## config.mk

```make
export PLATFORM = sky130hd
export DESIGN_NAME = conv1d_stride
export DESIGN_NICKNAME = d
export VERILOG_FILES = /design/src/rtl/conv1d_stride.sv
export SDC_FILE = /design/constraint.sdc
export NUM_CORES = 1
export LEC_CHECK = 0
export ABC_AREA = 0
export ABC_CLOCK_PERIOD_IN_PS = 13950
export BUFFER_PORTS_ARGS = -buffer_cell sky130_fd_sc_hd__buf_4
export CORE_ASPECT_RATIO = 2
export CORE_MARGIN = 4
export CORE_UTILIZATION = 55
export CTS_BUF_LIST = sky130_fd_sc_hd__clkbuf_4
export CTS_CLUSTER_DIAMETER = 120
export DETAILED_ROUTE_END_ITERATION = 8
export PLACE_DENSITY = 0.84
export SLEW_MARGIN = 0
export SYNTH_ARGS = -nofsm -noshare
export SYNTH_HDL_FRONTEND = slang
export SYNTH_SLANG_ARGS = --single-unit
```

## constraint.sdc

```tcl
create_clock -name clk -period 13.95 [get_ports clk]
set_clock_uncertainty 0.2 [all_clocks]
set_input_delay 2.79 -clock clk [delete_from_list [all_inputs] [get_ports clk]]
set_output_delay 2.79 -clock clk [all_outputs]
set_load 0.05 [all_outputs]
```

## src/rtl/conv1d_stride.sv

```systemverilog
// rtl/conv1d_stride.sv - strided 1-D convolution with saturating MAC and optional ReLU
module conv1d_stride #(
  parameter int N    = 16,
  parameter int M    = 4,
  parameter int T    = 8,
  parameter int S    = 1,
  parameter int RELU = 1
) (
  input  logic         clk,
  input  logic         reset,
  input  logic [T-1:0] x_data,
  input  logic         x_valid,
  output logic         x_ready,
  input  logic [T-1:0] f_data,
  input  logic         f_valid,
  output logic         f_ready,
  output logic [T-1:0] y_data,
  output logic         y_valid,
  input  logic         y_ready,
  output logic         y_last
);

  localparam int L  = (N - M) / S + 1;
  localparam int XW = $clog2(N) + 1;
  localparam int FW = $clog2(M) + 1;
  localparam int LW = $clog2(L) + 1;

  localparam logic [XW-1:0] N_X  = XW'(N);
  localparam logic [XW-1:0] S_X  = XW'(S);
  localparam logic [FW-1:0] M_F  = FW'(M);
  localparam logic [FW-1:0] M1_F = FW'(M - 1);
  localparam logic [FW-1:0] ONE_F = FW'(1);
  localparam logic [LW-1:0] L1_L = LW'(L - 1);
  localparam logic [T-1:0]  SMAX = {1'b0, {(T-1){1'b1}}};
  localparam logic [T-1:0]  SMIN = {1'b1, {(T-1){1'b0}}};

  localparam logic [2:0] IDLE  = 3'd0;
  localparam logic [2:0] LOAD  = 3'd1;
  localparam logic [2:0] CLEAR = 3'd2;
  localparam logic [2:0] FILL  = 3'd3;
  localparam logic [2:0] MAC   = 3'd4;
  localparam logic [2:0] OUT   = 3'd5;

  logic [2:0]    state_q, state_d;
  logic [XW-1:0] x_cnt_q, x_cnt_d;
  logic [FW-1:0] f_cnt_q, f_cnt_d;
  logic [XW-1:0] base_q;
  logic [FW-1:0] k_q;
  logic [FW-1:0] step_q;
  logic [LW-1:0] n_q;
  logic [T-1:0]  acc_q;
  logic [T-1:0]  prod_q;
  logic [T-1:0]  y_data_q;
  logic          y_last_q;

  logic [T-1:0]  x_ram [N];
  logic [T-1:0]  f_ram [M];
  logic [T-1:0]  x_rd_q, f_rd_q;

  logic          x_fire, f_fire, y_fire;
  logic          load_done, fill_done, mac_last, n_last;
  logic [XW-1:0] rd_addr;
  logic [2*T-1:0] prod_full;
  logic          prod_ok;
  logic [T-1:0]  prod_sat;
  logic [T:0]    sum;
  logic [T-1:0]  sum_sat;
  logic [T-1:0]  y_next;

  assign x_ready   = (state_q == LOAD) && (x_cnt_q != N_X);
  assign f_ready   = (state_q == LOAD) && (f_cnt_q != M_F);
  assign x_fire    = x_valid && x_ready;
  assign f_fire    = f_valid && f_ready;
  assign x_cnt_d   = x_cnt_q + XW'(x_fire);
  assign f_cnt_d   = f_cnt_q + FW'(f_fire);
  assign load_done = (x_cnt_d == N_X) && (f_cnt_d == M_F);
  assign fill_done = (step_q == ONE_F);
  assign mac_last  = (step_q == M1_F);
  assign n_last    = (n_q == L1_L);
  assign y_fire    = (state_q == OUT) && y_ready;

  assign y_valid = (state_q == OUT);
  assign y_last  = (state_q == OUT) && y_last_q;
  assign y_data  = y_data_q;

  // Window start plus tap index; k stops at M-1 so this never passes N-1.
  assign rd_addr = base_q + XW'(k_q);

  // Sign-extended product, clamped to the T-bit range.
  assign prod_full = $signed({{T{x_rd_q[T-1]}}, x_rd_q}) * $signed({{T{f_rd_q[T-1]}}, f_rd_q});
  assign prod_ok   = (&prod_full[2*T-1:T-1]) | ~(|prod_full[2*T-1:T-1]);
  assign prod_sat  = prod_ok ? prod_full[T-1:0] : (prod_full[2*T-1] ? SMIN : SMAX);

  // Accumulate with one extra bit so overflow shows as a sign disagreement.
  assign sum     = {acc_q[T-1], acc_q} + {prod_q[T-1], prod_q};
  assign sum_sat = (sum[T] == sum[T-1]) ? sum[T-1:0] : (sum[T] ? SMIN : SMAX);
  assign y_next  = ((RELU != 0) && sum_sat[T-1]) ? '0 : sum_sat;

  // Next-state selection for the load / compute / output sequence.
  always_comb begin
    state_d = state_q;
    case (state_q)
      IDLE:  state_d = LOAD;
      LOAD:  if (load_done) state_d = CLEAR;
      CLEAR: state_d = FILL;
      FILL:  if (fill_done) state_d = MAC;
      MAC:   if (mac_last) state_d = OUT;
      OUT:   if (y_fire) state_d = n_last ? LOAD : CLEAR;
      default: state_d = IDLE;
    endcase
  end

  // Control counters, accumulator and the held output word.
  always_ff @(posedge clk) begin
    if (reset) begin
      state_q  <= IDLE;
      x_cnt_q  <= '0;
      f_cnt_q  <= '0;
      base_q   <= '0;
      k_q      <= '0;
      step_q   <= '0;
      n_q      <= '0;
      acc_q    <= '0;
      y_data_q <= '0;
      y_last_q <= 1'b0;
    end else begin
      state_q <= state_d;
      case (state_q)
        LOAD: begin
          if (load_done) begin
            x_cnt_q <= '0;
            f_cnt_q <= '0;
          end else begin
            x_cnt_q <= x_cnt_d;
            f_cnt_q <= f_cnt_d;
          end
        end
        CLEAR: begin
          acc_q  <= '0;
          k_q    <= '0;
          step_q <= '0;
        end
        FILL: begin
          if (k_q != M1_F) k_q <= k_q + ONE_F;
          step_q <= fill_done ? '0 : step_q + ONE_F;
        end
        MAC: begin
          if (k_q != M1_F) k_q <= k_q + ONE_F;
          acc_q  <= sum_sat;
          step_q <= step_q + ONE_F;
          if (mac_last) begin
            y_data_q <= y_next;
            y_last_q <= n_last;
          end
        end
        OUT: begin
          if (y_fire) begin
            if (n_last) begin
              n_q    <= '0;
              base_q <= '0;
            end else begin
              n_q    <= n_q + LW'(1);
              base_q <= base_q + S_X;
            end
          end
        end
        default: ;
      endcase
    end
  end

  // Sample and coefficient RAMs; the guard bits gate any out-of-range read.
  always_ff @(posedge clk) begin
    if (x_fire) x_ram[x_cnt_q[XW-2:0]] <= x_data;
    if (f_fire) f_ram[f_cnt_q[FW-2:0]] <= f_data;
    if (!rd_addr[XW-1]) x_rd_q <= x_ram[rd_addr[XW-2:0]];
    if (!k_q[FW-1]) f_rd_q <= f_ram[k_q[FW-2:0]];
  end

  // Product register stage between the RAM reads and the accumulator.
  always_ff @(posedge clk) begin
    prod_q <= prod_sat;
  end

endmodule

```

* Yosys cells after proc, flatten, opt, wreduce, memory -nomap -nowiden
Memory sizes are Yosys's and may differ from the RTL's. A register that Yosys moved wholly into a read port is not among the register bits.
Cells that the tools add are included.
** Storage, ports and cells
- Register bits :: 52
- RAM bits :: 160
- Input bits :: 21
- Output and inout bits :: 12
- Logic and storage cells :: 87
- Memories :: 2
** Cells by class
- Add/subtract/negate cells :: 8
- Multiply operators :: 1
- Equality and inequality tests :: 19
- Multiplexer cells :: 24
- Bitwise operators :: 2
- Reduce and logical (&&, ||, !) cells :: 20
** Memories
- x_ram :: depth 16, bits a word 8, read ports 1, clocked after Yosys merged registers in 1, wr ports 1, RTL line 56 : logic [T-1:0] x_ram [N];
- f_ram :: depth 4, bits a word 8, read ports 1, clocked after Yosys merged registers in 1, wr ports 1, RTL line 57 : logic [T-1:0] f_ram [M];
** Operator list (count)
- two-way mux 8 bit :: 4
- two-way mux 3 bit :: 7
- case mux 3 bit (6 select lines) :: 1
- multiplier 8 x 8 -> 16 bit :: 1
- case mux 8 bit (2 select lines) :: 1
- two-way mux 5 bit :: 3
- adder 5 x 1 -> 5 bit (second input constant) :: 2
- adder 8 x 8 -> 9 bit :: 1
- equality test 3 x 2 -> 1 bit (second input constant) :: 3
- equality test 3 bit (second input constant) :: 3
- case mux 3 bit (3 select lines) :: 1
- AND reduction 9 bit :: 1
- OR reduction 9 bit :: 1
- logical AND 1 bit :: 7
- two-way mux 7 bit :: 1
- adder 3 x 1 -> 3 bit (second input constant) :: 2
- equality test 3 x 1 -> 1 bit (second input constant) :: 2
- inequality test 2 bit (second input constant) :: 3
- case mux 3 bit (2 select lines) :: 1
- AND reduction 2 bit :: 3
- adder 5 x 1 -> 5 bit :: 1
- adder 5 x 3 -> 5 bit :: 1
- equality test 5 x 4 -> 1 bit (second input constant) :: 1
- equality test 5 bit (second input constant) :: 1
- 16 further kinds :: 22

* Depth between registers and ports, before layout
Gate-level depths: netlist of run 1.
- Word-level depth :: 8
- Depth in mapped cells :: 19
- Depth with buffers taken out :: 18

* Worst setup path after synthesis of run 1
Ideal clock, no wire load.
- Path kind :: register to register
- Start point :: register f_rd_q[3], read port of f_ram
- End point :: register prod_q[0]
- Setup time :: 132 ps
- Arrival :: 4955 ps
- Data required time :: 13618 ps
- Slack :: 8663 ps
- Stages on the path, launching flop included :: 18
- Buffers on the path :: 0
- Clock period less this slack :: 5287 ps
- Cell sequence :: edfxtp_1 and2_1 fa_1 inv_1 fa_1 inv_1 fa_1 inv_1 fa_1 inv_1 ha_1 o21ai_0 nor2b_1 a211o_2 o311ai_4 or4_4 o211ai_4 o211ai_2
** On the way
- Longest elaborated chain between the ends :: 5
- Elaborated cells on any way between the ends :: 7
- Those cells by class :: mul: 1; mux: 2; bitwise: 2; reduce/logical: 2
** RTL lines
- from (decl) :: RTL line 58 : logic [T-1:0] x_rd_q, f_rd_q;
- multiplier 8 x 8 -> 16 bit (*) :: RTL line 90 : assign prod_full = $signed({{T{x_rd_q[T-1]}}, x_rd_q}) * $signed({{T{f_rd_q[T-1]}}, f_rd_q});
- OR reduction 9 bit :: RTL line 91 : assign prod_ok = (&prod_full[2*T-1:T-1]) | ~(|prod_full[2*T-1:T-1]);
- inverter 1 bit :: RTL line 91
- OR 1 bit :: RTL line 91
- two-way mux 8 bit (*) :: RTL line 92 : assign prod_sat = prod_ok ? prod_full[T-1:0] : (prod_full[2*T-1] ? SMIN : SMAX);
- via prod_sat[0] :: RTL line 65 : logic [T-1:0] prod_sat;
- to (signal assigned) :: RTL line 182 : prod_q <= prod_sat;
- to (decl) :: RTL line 52 : logic [T-1:0] prod_q;
Mark *: on every way through the listed nets, which the timed path passes. The rest lies on a longest branch.
A chain may end at the register's enable or synchronous reset.

* Final worst setup path of run 1
- Start point :: register f_rd_q[4], read port of f_ram
- End point :: register prod_q[6]
The elaborated chain is that of the path after synthesis.

==> impl_metrics.yaml, run 1 <==
drt:
  firstDrtPassIters: 5
  avgViaCountPerCell: 5.73
  wl_um: 24500
  drt.antenna.violating_nets: 0
  vias: 7552
  wl_per_cell_um: 18.6
  remaining_drc_errors: 0
  drt_iter0_drcs: 294
clock_network:
  clock_root_buffer: "clkbuf_4"
  cts_num_sinks: 227
  cts-htree-levels: 2
  tritoncts: "done"
  cts-buffers-inserted: 48
  number_of_gates_resized_after_cts: 0
  cts_post_setup_buffers_inserted: 0
  max-clock-path-buffers: 3
  clkSlewWorstSetupHoldPaths_ns: 0.07
  clk-insertion-delay-late_ns: 0.65
  post_cts_hold_buffer_count: 0
grt:
  grt_overflow: 0
  grt-busiest-layer: "met2"
  grt_max_degree: 38
  number_of_antenna_violations_at_the_first_check_in_global_routing: 1
  grt_pass1_wl_um: 40200
  global_route.usage.met1_pct: 18.8
  grtUsageMet3_pct: 2.66
  global_route.usage.total_pct: 20.8
  first_global_vias: 8159
  use_met2_pct: 41.8
floorplan:
  rows: 76
  die_w_um: 113
  die_h_um: 219
  dieArea_mm2: 0.0247
  floorplan.initialDensity_pct: 56.2
  io_pins: 33
  core_ar_mm2: 0.0217
final_layout:
  area_grow_syn2layout_pct: 8.92
  postLayoutCellArea_mm2: 0.0133
  final_core_area_utilization_pct: 61.2
  layout-drive-gt1-share_pct: 16.4
  nNetsFinal: 1141
critical_path:
  critical_path.top_delay_family: "adder cells"
  critical_path_class: "register to register"
  cp.depth: 17
  cp-start-kind: "register"
  critPathRequiredTime_ns: 14.27
  critical_path_arrival_ns: 5.99
  path_cells: "and2_1 > fa_1 > inv_1 > fa_1 > inv_1 > fa_1 > inv_1 > fa_1 > inv_1 > ha_1 > o21ai_0 > nor2b_1 > a211o_2 > o311ai_4 > or4_4 > o211ai_4 > nand3_1"
  timing.critical_path.slowest_cell_delay_ns: 0.71
  worst-r2r-cell-count: 17
  critical_path.slowest_cell: "fa_1"
  critical_path_peak_fanout: 8
  critPathBufInv: 4
  critical_path.endpoint_type: "register"
timing:
  grt_setup_unrepaired: "no"
  max_freq_ghz: 0.176
  worst_slack_ns: 8.28
  max_slew_margin_pct: 32.8
  setup_viol: 0
  finalHoldViolCount: 0
  min_period_over_period_pct: 40.6
  fin_crit_period_ns: 5.67
  timing_max_transition_violations_final: 0
  fin_tns_setup_ns: 0
  slew_at_the_pin_closest_to_its_max_slew_limit_ns: 1.00
worst_hold_path:
  whs_path_depth: 2
  hold_class: "register to register"
logic_synthesis:
  synthTopCellsByArea: "edfxtp_1 43%, fa_1 9.4%, dfxtp_1 8.4%"
  synth.yosys.seq_area_share_pct: 51.7
  syn-instance-count: 953
  ys.warnings.count: 0
  mappedNetlistArea_mm2: 0.0122
  synth-edff-count: 176
  cell_taking_the_most_area_after_synthesis: "edfxtp_1"
  post_synth.cell_area_avg_um2: 12.8
  synth_top_cell_area_share_pct: 43.4
  ys_ff_latch: 227
  postSynth.topFlopCell: "edfxtp_1"
  ys_async_sr_fraction_pct: 0
  syn-num-nets: 1083
  yosys.cell_types.count: 70
job:
  reported_max_cap_violation_count: 0
placed_design:
  hpwlAfterDp_um: 18800
  place_ws_ns: 8.27
  io_buffer_count: 31
  finalWeightedCongestion: 0.928
  postPlaceCellArea_mm2: 0.0127
outcome:
  run_status: "completed"
registers in the layout, indices dropped and copies added (netlist names):
signal	count
f_cnt_q	3
prod_q	8
x_rd_q	8
y_data	7
n_q	5
x_ram	128
x_cnt_q	5
step_q	3
y_last_q	1
f_rd_q	8
state_q	3
k_q	3
acc_q	8
f_ram	32
base_q	5
cells in the final DEF (no fill, tap or decap), types with 16 or more instances in the layout:
cell and n:
mux4_2 40, ha_1 51, nand3_1 25, nor2_1 66, a211oi_1 16, a21oi_1 53
inv_1 93, edfxtp_1 176, and2_1 47, clkbuf_4 67, buf_4 38, fa_1 57
dfxtp_1 51, o21ai_0 25, nand2_1 64
through the flow:
stage                     instances  hold slack (ns)
after floorplan                 953            0.232
after global placement         1234            0.240
after detailed placement       1234            0.248
after CTS                      1318            0.257
after global routing           1319            0.279
final                          1319            0.253
routing by layer:
layer  vias up  wire length, um
met5         -                0
met4         0             1370
met3        91              763
met2       195            14800
met1      3705             7580
li1       3561                -
final timing paths:
path / from / to / slack [ns]
max: f_rd_q[4] / prod_q[6] / 8.28
max reg2reg: f_rd_q[4] / prod_q[6] / 8.28
min reg2reg: y_last_q / y_last_q / 0.25
min: y_last_q / y_last_q / 0.25
cell type report:
type	count	area (um^2)
tap	273	342
fill	1635	8410
sequential	227	6310
clock inverter	17	70.1
multi-input combinational	602	5410
antenna	1	2.50
timing repair buffer	38	285
inverter	94	353
clock buffer	67	503
cells by family (layout without fill, tap and decap cells):
kind of cell	after synthesis	in the layout	synth area share, %
adder cells (fa/ha/maj)	109	109	14.7
XOR/XNOR	27	27	2.00
buffers and inverters	124	216	3.98
flip-flops	227	227	51.7
multiplexers	53	53	8.47
AND/OR/NAND/NOR	274	274	11.3
other	1	2	0.0308
AO/OA/AOI/OAI	138	138	7.80
Yosys cell counts (3+ instances only):
cell type and number:
buf_1 4, nand4_1 9, xnor2_1 12, buf_2 4, nor3b_1 3, nor4_1 4, mux2i_1 12, o21ai_0 25
a21oi_1 53, nand2b_1 10, clkbuf_1 19, nand3_1 25, edfxtp_1 176, xor2_1 14, and2_1 47, nor2b_1 14
fa_1 57, dfxtp_1 51, or3_1 4, inv_1 93, nor3_1 12, a21o_1 10, a211oi_1 16, nor2_1 66
o31ai_1 3, nand2_1 64, ha_1 52, mux4_2 40, and3_1 4, nand3b_1 4
worst min-delay path: stages (launching register included):
cell and delay (ns):
dfxtp_1 0.31, nand2_1 0.05, a21oi_1 0.05
Power of run 1 is left out: the tool's default activity adds up to more than one toggle a clock period on the data nets, which glitch-free logic cannot reach.
==> run 2, diff against run 1 <==
--- a/config.mk
+++ b/config.mk
@@ -5,8 +5,8 @@
 export SDC_FILE = /design/constraint.sdc
 export NUM_CORES = 1
 export LEC_CHECK = 0
-export ABC_AREA = 0
-export ABC_CLOCK_PERIOD_IN_PS = 13950
+export ABC_AREA = 1
+export ABC_CLOCK_PERIOD_IN_PS = 5600
 export BUFFER_PORTS_ARGS = -buffer_cell sky130_fd_sc_hd__buf_4
 export CORE_ASPECT_RATIO = 2
 export CORE_MARGIN = 4
==> constraint.sdc (replaced) <==
create_clock -name clk -period 5.6 [get_ports clk]
set_clock_uncertainty 0.2 [all_clocks]
set_input_delay 1.12 -clock clk [delete_from_list [all_inputs] [get_ports clk]]
set_output_delay 1.12 -clock clk [all_outputs]
set_load 0.05 [all_outputs]
==> impl_metrics.yaml, run 2 <==
critical_path:
  critical_path_arrival_ns: 5.47
  critPathLaunch: "f_rd_q[2]"
  r2r_start: "f_rd_q[2]"
  crit_path_frequent_cell: "nand2_1"
  critical_path.endpoint_type: "register"
  critical_path_peak_fanout: 8
  path_cells: "nand2_1 > inv_1 > fa_1 > inv_1 > fa_1 > inv_1 > fa_1 > inv_1 > fa_1 > inv_1 > ha_1 > nand2_1 > nand2_1 > a21oi_1 > nand3_1 > nand2_1 > nand2_1 > nor2_2 > nand4_4 > nand3_2 > nand2_1"
  critical_path.slowest_cell: "fa_1"
  critPathRequiredTime_ns: 5.96
  cp-start-kind: "register"
  critical_path_class: "register to register"
  timing.critical_path.slowest_cell_delay_ns: 0.66
logic_synthesis:
  combinational_family_with_the_most_area_after_synthesis: "simple AND/OR/NAND/NOR gates"
  yosys.cell_types.count: 43
  synth_compound_area_share_pct: 8.39
  commonest_cells_in_the_synthesized_netlist: "260 x nand2_1, 218 x inv_1, 178 x nor2_1, 176 x edfxtp_1, 68 x o21ai_0"
  post_synth.cell_area_avg_um2: 9.40
  mappedNetlistArea_mm2: 0.0127
  synth.area.mux_share_pct: 0
  ys_ff_latch: 227
  post_synth_fa_ha_maj_area_fraction_pct: 14.1
  fraction_of_the_mapped_netlist_area_in_simple_logic_gates_pct: 18.3
  synthXorXnorAreaFrac_pct: 0.965
  synth.yosys.seq_area_share_pct: 49.6
  yosys.cell_count.top_type: "nand2_1"
  synth_top_cell_area_share_pct: 41.6
  ys.warnings.count: 0
  synth-edff-count: 176
  synthTopCellsByArea: "edfxtp_1 42%, fa_1 9.0%, dfxtp_1 8.0%"
  syn-num-nets: 1482
  syn-instance-count: 1352
  ys_async_sr_fraction_pct: 0
  postSynth.topFlopCell: "edfxtp_1"
  cell_taking_the_most_area_after_synthesis: "edfxtp_1"
timing:
  setup_viol: 0
  grt_setup_unrepaired: "no"
  fin_tns_setup_ns: 0
  timing_max_transition_violations_final: 0
  min_period_over_period_pct: 91.2
  max_freq_ghz: 0.196
  max_slew_margin_pct: 25.4
  slew_at_the_pin_closest_to_its_max_slew_limit_ns: 1.12
  fin_crit_period_ns: 5.11
  finalHoldViolCount: 0
clock_network:
  clk-insertion-delay-late_ns: 0.69
  tritoncts: "done"
  cts_num_sinks: 227
  cts-buffers-inserted: 47
  cts-htree-levels: 2
  cts_post_setup_buffers_inserted: 0
  post_cts_hold_buffer_count: 0
  max-clock-path-buffers: 3
  clkSlewWorstSetupHoldPaths_ns: 0.07
  clock_root_buffer: "clkbuf_4"
  number_of_gates_resized_after_cts: 0
floorplan:
  core_ar_mm2: 0.0227
  dieArea_mm2: 0.0257
  io_pins: 33
  die_w_um: 115
  floorplan.initialDensity_pct: 55.9
  rows: 78
  die_h_um: 223
drt:
  vias: 9270
  remaining_drc_errors: 0
  routedLengthMet1_um: 8550
  met2_length_um: 16200
  wl_um: 27500
  firstDrtPassIters: 5
  wl_per_cell_um: 16.1
  drt.antenna.violating_nets: 0
  avgViaCountPerCell: 5.44
  highest_signal_layer_in_the_routed_design: "met4"
  drt_iter0_drcs: 519
  route.met3.wl_um: 1060
worst_hold_path:
  holdCritStartpoint: "y_last_q"
  hold_class: "register to register"
grt:
  global_route.usage.total_pct: 21.9
  number_of_antenna_violations_at_the_first_check_in_global_routing: 1
  first_global_vias: 9443
  grt_overflow: 0
  grt_max_degree: 65
  grt_pass1_wl_um: 44100
final_layout:
  multi_input_area_mm2: 0.00532
  layout_commonest_cell: "nand2_1"
  largest_register_ffs: 128
  final_core_area_utilization_pct: 60.4
  nNetsFinal: 1520
  layout-drive-gt1-share_pct: 11.0
  num-fill-cells: 1861
  register_area_mm2: 0.00631
  area_grow_syn2layout_pct: 8.08
  layout_common_cells: "260 x nand2_1, 218 x inv_1, 178 x nor2_1"
placed_design:
  finalWeightedCongestion: 0.978
  hpwlAfterDp_um: 20700
  io_buffer_count: 31
outcome:
  run_status: "completed"
job:
  reported_max_cap_violation_count: 0
[run 2: changes by cell type after synthesis, sizes merged, moves of 16 or more]
cell    previous run  this run
nand3             25        49
nor2              66       187
o21ai             27        69
nand2             64       271
mux4              40         0
and2              48         0
inv               94       224
o32ai              0        32
clkbuf            19        35
[run 2: cells by family (layout without fill, tap and decap cells)]
kind of cell,count (synthesis),after routing
simple gates,546,546
buf+inv,277,348
flops,227,227
compound gates,178,178
fa+ha+maj,109,109
xor+xnor,14,14
other cells,1,2
[run 2: metrics by stage]
stage               setup slack, ns  hold slack, ns  std cells  instance area [um^2]
finish                        0.493           0.259       1704                 13700
global route                 0.0495           0.290       1704                 13700
CTS                           0.491           0.260       1703                 13700
detailed placement            0.448           0.251       1621                 13100
global placement              0.529           0.243       1621                 13100
floorplan                     0.798           0.230       1352                 12700
[run 2: cell type report]
class	count	share of cell area, %
Sequential cell	227	45.9
Tap cell	280	2.55
Clock buffer	66	3.61
Timing Repair Buffer	41	2.24
Clock inverter	16	0.720
Inverter	225	6.16
Multi-Input combinational cell	848	38.8
Antenna cell	1	0.0182
[run 2: worst max-delay path, delay by kind of cell, from the launching register on]
family / cells / cell delay [ns]
AOI/OAI and AO/OA: 1 / 0.18
and+or+nand+nor: 10 / 1.13
DFF: 1 / 0.50
buffers and inverters: 5 / 0.41
adders and majority gates: 5 / 2.61
[run 2: worst paths after layout]
kind | slack, ns | endpoint | cells after the start
max | 0.49 | prod_q[4] | 21
min | 0.26 | y_last_q | 2
max reg2reg | 0.49 | prod_q[4] | 21
min reg2reg | 0.26 | y_last_q | 2
[run 2: routing by layer]
metal / up-vias / global-route usage [%]
met5: - / 0
met4: 0 / 13.2
met1: 4397 / 19.0
met3: 101 / 2.69
met2: 269 / 44.6
li1: 4503 / -
Power of run 2 is left out for the same reason.
==> run 3, diff against run 2 <==
--- a/config.mk
+++ b/config.mk
@@ -6,7 +6,7 @@
 export NUM_CORES = 1
 export LEC_CHECK = 0
 export ABC_AREA = 1
-export ABC_CLOCK_PERIOD_IN_PS = 5600
+export ABC_CLOCK_PERIOD_IN_PS = 4600
 export BUFFER_PORTS_ARGS = -buffer_cell sky130_fd_sc_hd__buf_4
 export CORE_ASPECT_RATIO = 2
 export CORE_MARGIN = 4
@@ -14,7 +14,7 @@
 export CTS_BUF_LIST = sky130_fd_sc_hd__clkbuf_4
 export CTS_CLUSTER_DIAMETER = 120
 export DETAILED_ROUTE_END_ITERATION = 8
-export PLACE_DENSITY = 0.84
+export PLACE_DENSITY = 0.86
 export SLEW_MARGIN = 0
 export SYNTH_ARGS = -nofsm -noshare
 export SYNTH_HDL_FRONTEND = slang
==> constraint.sdc (replaced) <==
create_clock -name clk -period 4.6 [get_ports clk]
set_clock_uncertainty 0.2 [all_clocks]
set_input_delay 0.92 -clock clk [delete_from_list [all_inputs] [get_ports clk]]
set_output_delay 0.92 -clock clk [all_outputs]
set_load 0.05 [all_outputs]
==> impl_metrics.yaml, run 3 (synthesis results as in run 2) <==
outcome:
  run_status: "complete, but fails checks"
  violated_checks: "setup timing"
critical_path:
  critPathRequiredTime_ns: 4.92
  critical_path_class: "register to register"
  worst-r2r-cell-count: 22
  worstReg2RegEnd: "prod_q[4]"
  cp-start-kind: "register"
  critical_path.endpoint_type: "register"
  reg2reg_setup_slack_ns: -0.15
  r2r_start: "f_rd_q[2]"
  critical_path_arrival_ns: 5.06
  critical_path_peak_fanout: 7
clock_network:
  cts-buffers-inserted: 47
  tritoncts: "done"
  cts-htree-levels: 2
  max-clock-path-buffers: 3
  clk-insertion-delay-late_ns: 0.68
  post_cts_hold_buffer_count: 0
  cts_num_sinks: 227
  clkSlewWorstSetupHoldPaths_ns: 0.08
  clock_root_buffer: "clkbuf_4"
drt:
  wl_um: 29500
  firstDrtPassIters: 5
  wl_per_cell_um: 16.8
  drt.antenna.violating_nets: 0
  vias: 9737
  avgViaCountPerCell: 5.54
  drt_iter0_drcs: 575
  remaining_drc_errors: 0
placed_design:
  postPlaceCellArea_mm2: 0.0135
  finalWeightedCongestion: 1.00
  io_buffer_count: 31
  hpwlAfterDp_um: 22000
grt:
  grt_pass1_wl_um: 48000
  grtUsageMet3_pct: 3.50
  global_route.usage.met1_pct: 20.7
  use_met2_pct: 46.1
  grt-busiest-layer: "met2"
  grt_overflow: 0
  number_of_antenna_violations_at_the_first_check_in_global_routing: 1
  global_route.usage.total_pct: 23.8
  grt_max_degree: 65
  first_global_vias: 10300
worst_hold_path:
  holdCritStartpoint: "y_last_q"
  hold_class: "register to register"
  whs_path_depth: 2
  worst_hold_path.endpoint: "y_last_q"
timing:
  setup_viol: 7
  max_freq_ghz: 0.211
  worst_slack_ns: -0.146
  timing_max_transition_violations_final: 0
  hold_slack_ns: 0.262
  grt_setup_unrepaired: "yes"
  slew_at_the_pin_closest_to_its_max_slew_limit_ns: 1.10
  fin_tns_setup_ns: -0.900
  max_slew_margin_pct: 26.6
  min_period_over_period_pct: 103
  finalHoldViolCount: 0
  fin_crit_period_ns: 4.75
floorplan:
  rows: 78
  floorplan.initialDensity_pct: 55.9
  die_w_um: 115
  die_h_um: 223
  core_ar_mm2: 0.0227
  io_pins: 33
  dieArea_mm2: 0.0257
final_layout:
  nNetsFinal: 1570
  postLayoutCellArea_mm2: 0.0145
  layout_common_cells: "229 x nand2_1, 199 x inv_1, 176 x edfxtp_1"
  area_grow_syn2layout_pct: 13.8
  layout-drive-gt1-share_pct: 19.1
  largest_register_ffs: 128
  layout_commonest_cell: "nand2_1"
job:
  reported_max_cap_violation_count: 0
==> run 3: routing by layer <==
metal  vias up  wire [um]  share of wire, %
li1       4620          -                 -
met1      4634       8850                30
met2       332      17100                58
met3       151       1270               4.3
met4         0       2360               8.0
met5         -          0                 0
==> run 3: worst max-delay path: stages (launching register included) <==
cell      delay (ns)
edfxtp_1        0.42
buf_4           0.16
nand2_2         0.07
inv_2           0.06
fa_2            0.62
inv_4           0.06
fa_1            0.50
inv_1           0.05
fa_1            0.49
inv_2           0.04
fa_1            0.55
inv_2           0.05
ha_4            0.26
nand2_4         0.08
inv_1           0.08
a21oi_4         0.17
nand3_2         0.13
nand2_4         0.12
nand2_2         0.07
nor2_4          0.12
nand4_4         0.11
nand3_4         0.14
nand2_1         0.07
==> run 3: final cells by class <==
class,instances,area [um^2]
Fill cell,1742,8280
Sequential cell,227,6310
Multi-Input combinational cell,848,5630
Inverter,225,855
Timing Repair Buffer,91,706
Clock buffer,57,428
Tap cell,280,350
Clock inverter,27,180
Antenna cell,1,2.50
==> run 3: per-stage QoR <==
| step | setup WS (ns) | cells | util, % |
|---|---|---|---|
| global placement | -0.129 | 1658 | 59.2 |
| CTS | -0.0323 | 1749 | 62.9 |
| detailed placement | -0.294 | 1658 | 59.2 |
| finish | -0.146 | 1756 | 63.6 |
| floorplan | 0.0224 | 1352 | - |
| global route | -0.327 | 1756 | 63.6 |
==> run 3: worst max-delay path by stage <==
stage              start   endpoint  slack (ns)  cells past startpoint
3_5_place_dp   f_rd_q[7]  prod_q[4]       -0.29                     22
3_3_place_gp   f_rd_q[7]  prod_q[6]       -0.13                     23
6_report       f_rd_q[2]  prod_q[4]       -0.15                     22
2_1_floorplan  f_rd_q[2]  prod_q[0]        0.02                     22
4_1_cts        x_rd_q[6]  prod_q[4]       -0.03                     26
5_1_grt        f_rd_q[2]  prod_q[0]       -0.33                     22
==> run 3: what timing repair did <==
action                                  in CTS  in global routing
endpoints found under the setup margin       7                  7
resized for setup                           48                 38
endpoints found under the hold margin        0                  0
buffers inserted                             7                  6
pin swaps                                   36                 33
Power of run 3 is left out for the same reason.
